### config.mk
export PLATFORM = sky130hd
export DESIGN_NAME = bus_sequencer
export DESIGN_NICKNAME = d
export VERILOG_FILES = /design/src/rtl/nic8_pkg.sv /design/src/rtl/instr_decode.sv /design/src/rtl/bus_sequencer.sv
export SDC_FILE = /design/constraint.sdc
export NUM_CORES = 1
export LEC_CHECK = 0
export ABC_AREA = 1
export ABC_CLOCK_PERIOD_IN_PS = 2930
export CORE_MARGIN = 4
export CORE_UTILIZATION = 45
export CTS_CLUSTER_DIAMETER = 60
export DETAILED_ROUTE_END_ITERATION = 12
export GPL_TIMING_DRIVEN = 0
export PLACE_DENSITY = 0.84
export SETUP_SLACK_MARGIN = 0.3
export SKIP_LAST_GASP = 1
export SYNTH_ARGS = -nofsm -noshare
export SYNTH_HDL_FRONTEND = slang
export SYNTH_SLANG_ARGS = --single-unit
### constraint.sdc
create_clock -name clk -period 2.93 [get_ports clk]
set_clock_uncertainty 0.05 [all_clocks]
set_input_delay 0.879 -clock clk [delete_from_list [all_inputs] [get_ports clk]]
set_output_delay 0.879 -clock clk [all_outputs]
set_load 0.005 [all_outputs]
### src/rtl/nic8_pkg.sv
// Shared definitions for the nic8 control path: sequencer states,
// instruction field positions, and source/destination codes.
package nic8_pkg;

  typedef enum logic [1:0] {
    ST_FETCH = 2'd0,
    ST_EXEC  = 2'd1,
    ST_HALT  = 2'd2
  } state_t;

  localparam int IR_SRC_MSB = 7;
  localparam int IR_SRC_LSB = 6;
  localparam int IR_DST_MSB = 5;
  localparam int IR_DST_LSB = 3;
  localparam int IR_OP_MSB  = 2;
  localparam int IR_OP_LSB  = 0;

  localparam logic [1:0] SRC_A   = 2'b00;
  localparam logic [1:0] SRC_X   = 2'b01;
  localparam logic [1:0] SRC_ALU = 2'b10;
  localparam logic [1:0] SRC_IMM = 2'b11;

  localparam logic [2:0] DST_A    = 3'b000;
  localparam logic [2:0] DST_B    = 3'b001;
  localparam logic [2:0] DST_X    = 3'b010;
  localparam logic [2:0] DST_Q    = 3'b011;
  localparam logic [2:0] DST_OUT  = 3'b100;
  localparam logic [2:0] DST_PC   = 3'b101;
  localparam logic [2:0] DST_PCZ  = 3'b110;
  localparam logic [2:0] DST_HALT = 3'b111;

  function automatic logic [1:0] ir_src(input logic [7:0] ir);
    return ir[IR_SRC_MSB:IR_SRC_LSB];
  endfunction

  function automatic logic [2:0] ir_dst(input logic [7:0] ir);
    return ir[IR_DST_MSB:IR_DST_LSB];
  endfunction

  function automatic logic [2:0] ir_op(input logic [7:0] ir);
    return ir[IR_OP_MSB:IR_OP_LSB];
  endfunction

endpackage

### src/rtl/instr_decode.sv
// Combinational strobe decode for the sequencer: turns (state, ir, zero)
// into destination loads, bus-source enables and PC control.
module instr_decode
  import nic8_pkg::*;
(
  input  logic [1:0] i_state,
  input  logic [7:0] i_ir,
  input  logic       i_zero,
  output logic [4:0] o_load,
  output logic [3:0] o_assert_n,
  output logic       o_jump_take,
  output logic       o_pc_skip
);

  logic [1:0] w_src;
  logic [2:0] w_dst;

  assign w_src = ir_src(i_ir);
  assign w_dst = ir_dst(i_ir);

  // o_load order is {a, b, x, q, out}; o_assert_n order is {a, x, alu, rom}.
  always_comb begin
    o_load      = 5'b00000;
    o_assert_n  = 4'b1111;
    o_jump_take = 1'b0;
    o_pc_skip   = 1'b0;
    if ((i_state == ST_EXEC) && (w_dst != DST_HALT)) begin
      case (w_src)
        SRC_A:   o_assert_n[3] = 1'b0;
        SRC_X:   o_assert_n[2] = 1'b0;
        SRC_ALU: o_assert_n[1] = 1'b0;
        default: o_assert_n[0] = 1'b0;
      endcase
      case (w_dst)
        DST_A:   o_load[4]   = 1'b1;
        DST_B:   o_load[3]   = 1'b1;
        DST_X:   o_load[2]   = 1'b1;
        DST_Q:   o_load[1]   = 1'b1;
        DST_OUT: o_load[0]   = 1'b1;
        DST_PC:  o_jump_take = 1'b1;
        DST_PCZ: o_jump_take = i_zero;
        default: o_jump_take = 1'b0;
      endcase
      o_pc_skip = (w_src == SRC_IMM);
    end
  end

endmodule

### src/rtl/bus_sequencer.sv
// nic8 bus sequencer: two-cycle FETCH/EXEC machine owning PC, IR and halt,
// driving the data-bus source enables and destination load strobes.
module bus_sequencer
  import nic8_pkg::*;
(
  input  logic       clk,
  input  logic       reset,
  input  logic       run,
  output logic [7:0] rom_addr,
  input  logic [7:0] rom_data,
  input  logic [7:0] dbus,
  input  logic       zero,
  input  logic       carry,
  output logic       load_a,
  output logic       load_b,
  output logic       load_x,
  output logic       load_q,
  output logic       load_out,
  output logic       assert_a_n,
  output logic       assert_x_n,
  output logic       assert_alu_n,
  output logic       assert_rom_n,
  output logic [2:0] alu_op,
  output logic       halted
);

  state_t     r_state;
  logic [7:0] r_pc;
  logic [7:0] r_ir;

  state_t     w_state_nxt;
  logic [7:0] w_pc_nxt;
  logic [7:0] w_ir_nxt;
  logic [4:0] w_load;
  logic [3:0] w_assert_n;
  logic       w_jump_take;
  logic       w_pc_skip;
  logic       w_unused_carry;

  assign w_unused_carry = carry;

  instr_decode u_decode (
    .i_state    (r_state),
    .i_ir       (r_ir),
    .i_zero     (zero),
    .o_load     (w_load),
    .o_assert_n (w_assert_n),
    .o_jump_take(w_jump_take),
    .o_pc_skip  (w_pc_skip)
  );

  always_ff @(posedge clk) begin
    if (reset) begin
      r_state <= ST_FETCH;
      r_pc    <= 8'h00;
      r_ir    <= 8'h00;
    end else begin
      r_state <= w_state_nxt;
      r_pc    <= w_pc_nxt;
      r_ir    <= w_ir_nxt;
    end
  end

  // A taken jump replaces the operand skip; PC wraps naturally at 8 bits.
  always_comb begin
    w_state_nxt = r_state;
    w_pc_nxt    = r_pc;
    w_ir_nxt    = r_ir;
    case (r_state)
      ST_FETCH: begin
        if (run) begin
          w_ir_nxt    = rom_data;
          w_pc_nxt    = r_pc + 8'd1;
          w_state_nxt = ST_EXEC;
        end
      end
      ST_EXEC: begin
        if (w_jump_take) begin
          w_pc_nxt = dbus;
        end else if (w_pc_skip) begin
          w_pc_nxt = r_pc + 8'd1;
        end
        w_state_nxt = (ir_dst(r_ir) == DST_HALT) ? ST_HALT : ST_FETCH;
      end
      ST_HALT: w_state_nxt = ST_HALT;
      default: w_state_nxt = ST_FETCH;
    endcase
  end

  // Loads are masked by reset so nothing commits on a resetting edge.
  assign load_a   = w_load[4] & ~reset;
  assign load_b   = w_load[3] & ~reset;
  assign load_x   = w_load[2] & ~reset;
  assign load_q   = w_load[1] & ~reset;
  assign load_out = w_load[0] & ~reset;

  assign assert_a_n   = w_assert_n[3];
  assign assert_x_n   = w_assert_n[2];
  assign assert_alu_n = w_assert_n[1];
  assign assert_rom_n = w_assert_n[0];

  assign rom_addr = r_pc;
  assign alu_op   = ir_op(r_ir);
  assign halted   = (r_state == ST_HALT);

endmodule

Word level (Yosys, flattened, before mapping)
Index checks and enable logic that the tools add are counted.

storage, ports and cells
  bits in registers = 18
  bits of input ports = 21
  word-level logic and storage cells = 54

cells by class
  $add $sub $neg = 1
  eq/ne operators = 15
  muxes and demuxes = 21
  bitwise gates (word level) = 6
  reduce and logical (&&, ||, !) cells = 8

operator list
  operator             number
  $mux 8               3
  $pmux 8 s2           1
  $eq 3x3->1 const B   4
  $mux 1               11
  $add 8x1->8 const B  1
  $eq 2x2->1 const B   3
  $eq 3x2->1 const B   2
  $pmux 2 s3           1
  $and 1x1->1          5
  $mux 5               1
  $eq 2x1->1 const B   2
  $logic_not 2->1      2
  $mux 2               2
  $mux 4               1
  $eq 3x1->1 const B   1
  $logic_not 3->1      1
  $ne 3x1->1 const B   1
  $ne 3x3->1 const B   1
  $reduce_and 3->1     1
  $reduce_or 3->1      1
  $ne 2x2->1 const B   1
  $pmux 1 s2           1
  $reduce_and 2->1     1
  $reduce_bool 2->1    1
  other kinds (2)      2

Depth between registers and ports, before layout
  depth after elaboration = 6
  depth in mapped cells = 12
  gate-level depth less buffers = 11

Cells and area by module
Synthesis repeated with hierarchy kept, for this count alone.

unflattened totals
  cells, all modules = 191
  area total of the unflattened synthesis = 1154.9 µm²

modules (own cells, without submodules)
  module         times used  cells an instance  area an instance (µm²)  seq. area each (µm²)
  bus_sequencer  1           157                1014.7                  360.3
  instr_decode   1           34                 140.1                   0.0

Worst setup path before layout
No wires, ideal clock.

  path type = input port to output port
  start = input port reset
  end = output port load_b
  arrival = 1.467 ns
  data required time = 2.001 ns
  slack = 0.534 ns
  stages = 4
  buffers on the path = 1
  cells stage by stage = clkbuf_1 inv_1 nand3_1 nor3_1

on the way
  longest elaborated chain between the ends = 2

RTL lines
  element          line                 text
  start, declared  bus_sequencer.sv:7   input logic reset,
  $not 1->1        bus_sequencer.sv:92  assign load_b = w_load[3] & ~reset;
  $and 1x1->1      bus_sequencer.sv:92
  end, declared    bus_sequencer.sv:15  output logic load_b,

No other way between the ends.

Worst setup path in the final report
  start = input port reset
  end = output port load_x

on the way
  longest elaborated chain between the ends = 2

RTL lines
  element        line                 text
  $not 1->1      bus_sequencer.sv:93  assign load_x = w_load[2] & ~reset;
  $and 1x1->1    bus_sequencer.sv:93
  end, declared  bus_sequencer.sv:16  output logic load_x,

No other way between the ends.

==> flow_summary.yaml <==
timing:
  rsz0062_at_grt: "false"
  period_share_pct: 87.6
  max_freq_mhz: 390
  hold_ws_ns: 0.459
  drv_slew: 0
  worst_slew_pin_slew_ns: 0.425
  finalSetupViolCount: 0
  fin_crit_ns: 2.57
  slew_headroom_pct: 71.4
  hold_viol: 0
drt:
  ant_nets: 0
  vias: 1184
  drc_errors: 0
  routedWlPerCell_microns: 12.5
  drt_iter0_drc: 35
  wl_microns: 2930
  dr.pass1.iters: 4
  vias_per_cell: 5.06
flow_run:
  maxCapViolations: 0
floorplan:
  rows: 17
  initial_core_util_pct: 47.6
  dieArea_sq_um: 3180
  num_io_pins: 42
  design.core.area_sq_um: 2210
  dieHeight_microns: 56.4
  fp.dieW_microns: 56.4
worst_setup_path:
  cp-end-kind: "output port"
  cp_slowest_cell: "dlygate4sd2_1"
  r2r_cells: 5
  critical_path_class: "in2out"
  cp.required_ns: 2.00
  path_cells: "buf_4 -> inv_4 -> nand3_4 -> nor3_1 -> dlygate4sd2_1"
  worstPathMaxFanout: 8
  critPathMaxStageDelay_ns: 0.27
  crit_arrival_ns: 1.64
  start_kind: "input port"
global_route:
  grt_max_degree: 11
  grt_pass1_vias: 1209
  grt_pass1_wl_microns: 5090
  grt_usage_pct: 19.7
  antenna_found_initial: 0
  overflow: 0
logic_synthesis:
  synth_warnings: 0
  syn_area_per_cell_sq_um: 6.46
  ys_types: 22
  synth_area_sq_um: 1050
  synthCells: 163
  synth_nets: 185
  ys_seq_area_share_pct: 34.2
  yosys_register_bits: 18
run_status:
  status: "finished, final reports clean"
cells_and_area:
  layout_commonest_cell: "nand2_1"
  drive_gt1_share_pct: 15.5
  n_fill_cell: 216
  fin_nets: 229
  n_antenna_cell: 0
  syn2layout_area_growth_pct: 47.7
  final_cell_mix: "nand2_1, clkdlybuf4s50_1, nor2_1, inv_1, dfxtp_1"
  post-route-util_pct: 70.2
clocking:
  clkSinkCount: 18
  numCtsBuffers: 3
  clock_path_buffers: 2
  cts-root-buf: "clkbuf_4"
  clk_pin_slew_ns: 0.11
  cts_hold_repair.buffers: 0
  worstSkewPairLatency_ns: 0.30
  cts_tree: "built"
  cts_max_level: 1
power_and_ir_drop:
  fin_total_pwr_mw: 0.595
  powerDensity_nw_per_um2: 383
  p_leak_nw: 0.695
  ir_drop_mv: 0.290
min_path:
  min_path_type: "reg2reg"
  hold_depth: 2
placement:
  place_hpwl_microns: 2230
  io_buffer_count: 39
  place.gp.congestion: 0.764
## final cells by class
| cell class | instances | area (sq um) | area share (%) |
|---|---|---|---|
| plain buffers | 7 | 50.0 | 3.22 |
| clock buffers | 4 | 36.3 | 2.33 |
| inverters | 18 | 72.6 | 4.67 |
| multi-input cells | 120 | 601 | 38.6 |
| flip-flops and latches | 18 | 364 | 23.4 |
| well taps | 28 | 35.0 | 2.25 |
| repair buffers | 39 | 395 | 25.4 |
## cell usage after synthesis (all sizes together)
library cell	instances	area share [%]
nor4	1	0.59
nand3	9	4.3
o21ai	13	6.2
nand4	1	0.59
xor2	2	1.7
nor3	4	1.9
dfxtp	18	34
buf	5	3.7
nand3b	1	0.71
a21oi	12	7.1
clkbuf	2	0.71
xnor2	2	1.7
ha	1	1.2
nor2	25	8.9
inv	18	6.4
nand2	49	20
## routing by layer
metal	share of wire, %	global-route usage (%)	wire length, microns
met2	51	38.4	1490
met4	2.0	7.80	58
met1	39	20.1	1160
met3	7.8	4.14	230
met5	0	0	0
## power by group
group          internal, mW  leakage [nW]  switching, mW
Sequential            0.264         0.149         0.0201
Combinational        0.0796         0.524         0.0716
Clock                0.0759        0.0210         0.0836
Total                 0.420         0.695          0.175
## critical path: cells and delay by family
kind	cells	cell delay (ns)
buffers and inverters	3	0.52
AND/OR/NAND/NOR	2	0.24
## metrics by stage
stage                     instance area, sq um  setup TNS [ns]  instances  setup WS [ns]
final                                     1550               0        234          0.365
after global routing                      1550               0        234          0.310
after CTS                                 1540               0        234          0.136
after detailed placement                  1480          -0.560        230         -0.174
after global placement                    1480          -0.224        230        -0.0655
after floorplan                           1050               0        163          0.534
## path summary, 6_finish.rpt
check | end | slack [ns] | start
max reg2reg | r_ir[7]$_SDFFE_PP0P_ | 1.32 | r_state[0]$_SDFFE_PP0P_
min reg2reg | rom_addr[7]$_SDFFE_PP0P_ | 0.46 | rom_addr[7]$_SDFFE_PP0P_
max | load_x | 0.36 | reset
min | rom_addr[7]$_SDFFE_PP0P_ | 0.46 | rom_addr[7]$_SDFFE_PP0P_
## kinds of logic after synthesis
| logic type | share of synthesized area [%] |
|---|---|
| xor+xnor | 3.33 |
| flops | 34.2 |
| buf+inv | 10.8 |
| simple gates | 37.1 |
| fa+ha+maj | 1.19 |
| compound gates | 13.3 |
## flip-flops by register name (all words and copies together), names as in the netlist
name / cells
r_ir: 8
r_state: 2
rom_addr: 8
## what timing repair did
action,in CTS,in global routing
buffers inserted,0,0
setup endpoints to repair,5,6
resized for setup,11,10
gates cloned,0,0
No activity file was read; power rests on OpenSTA's default activity.
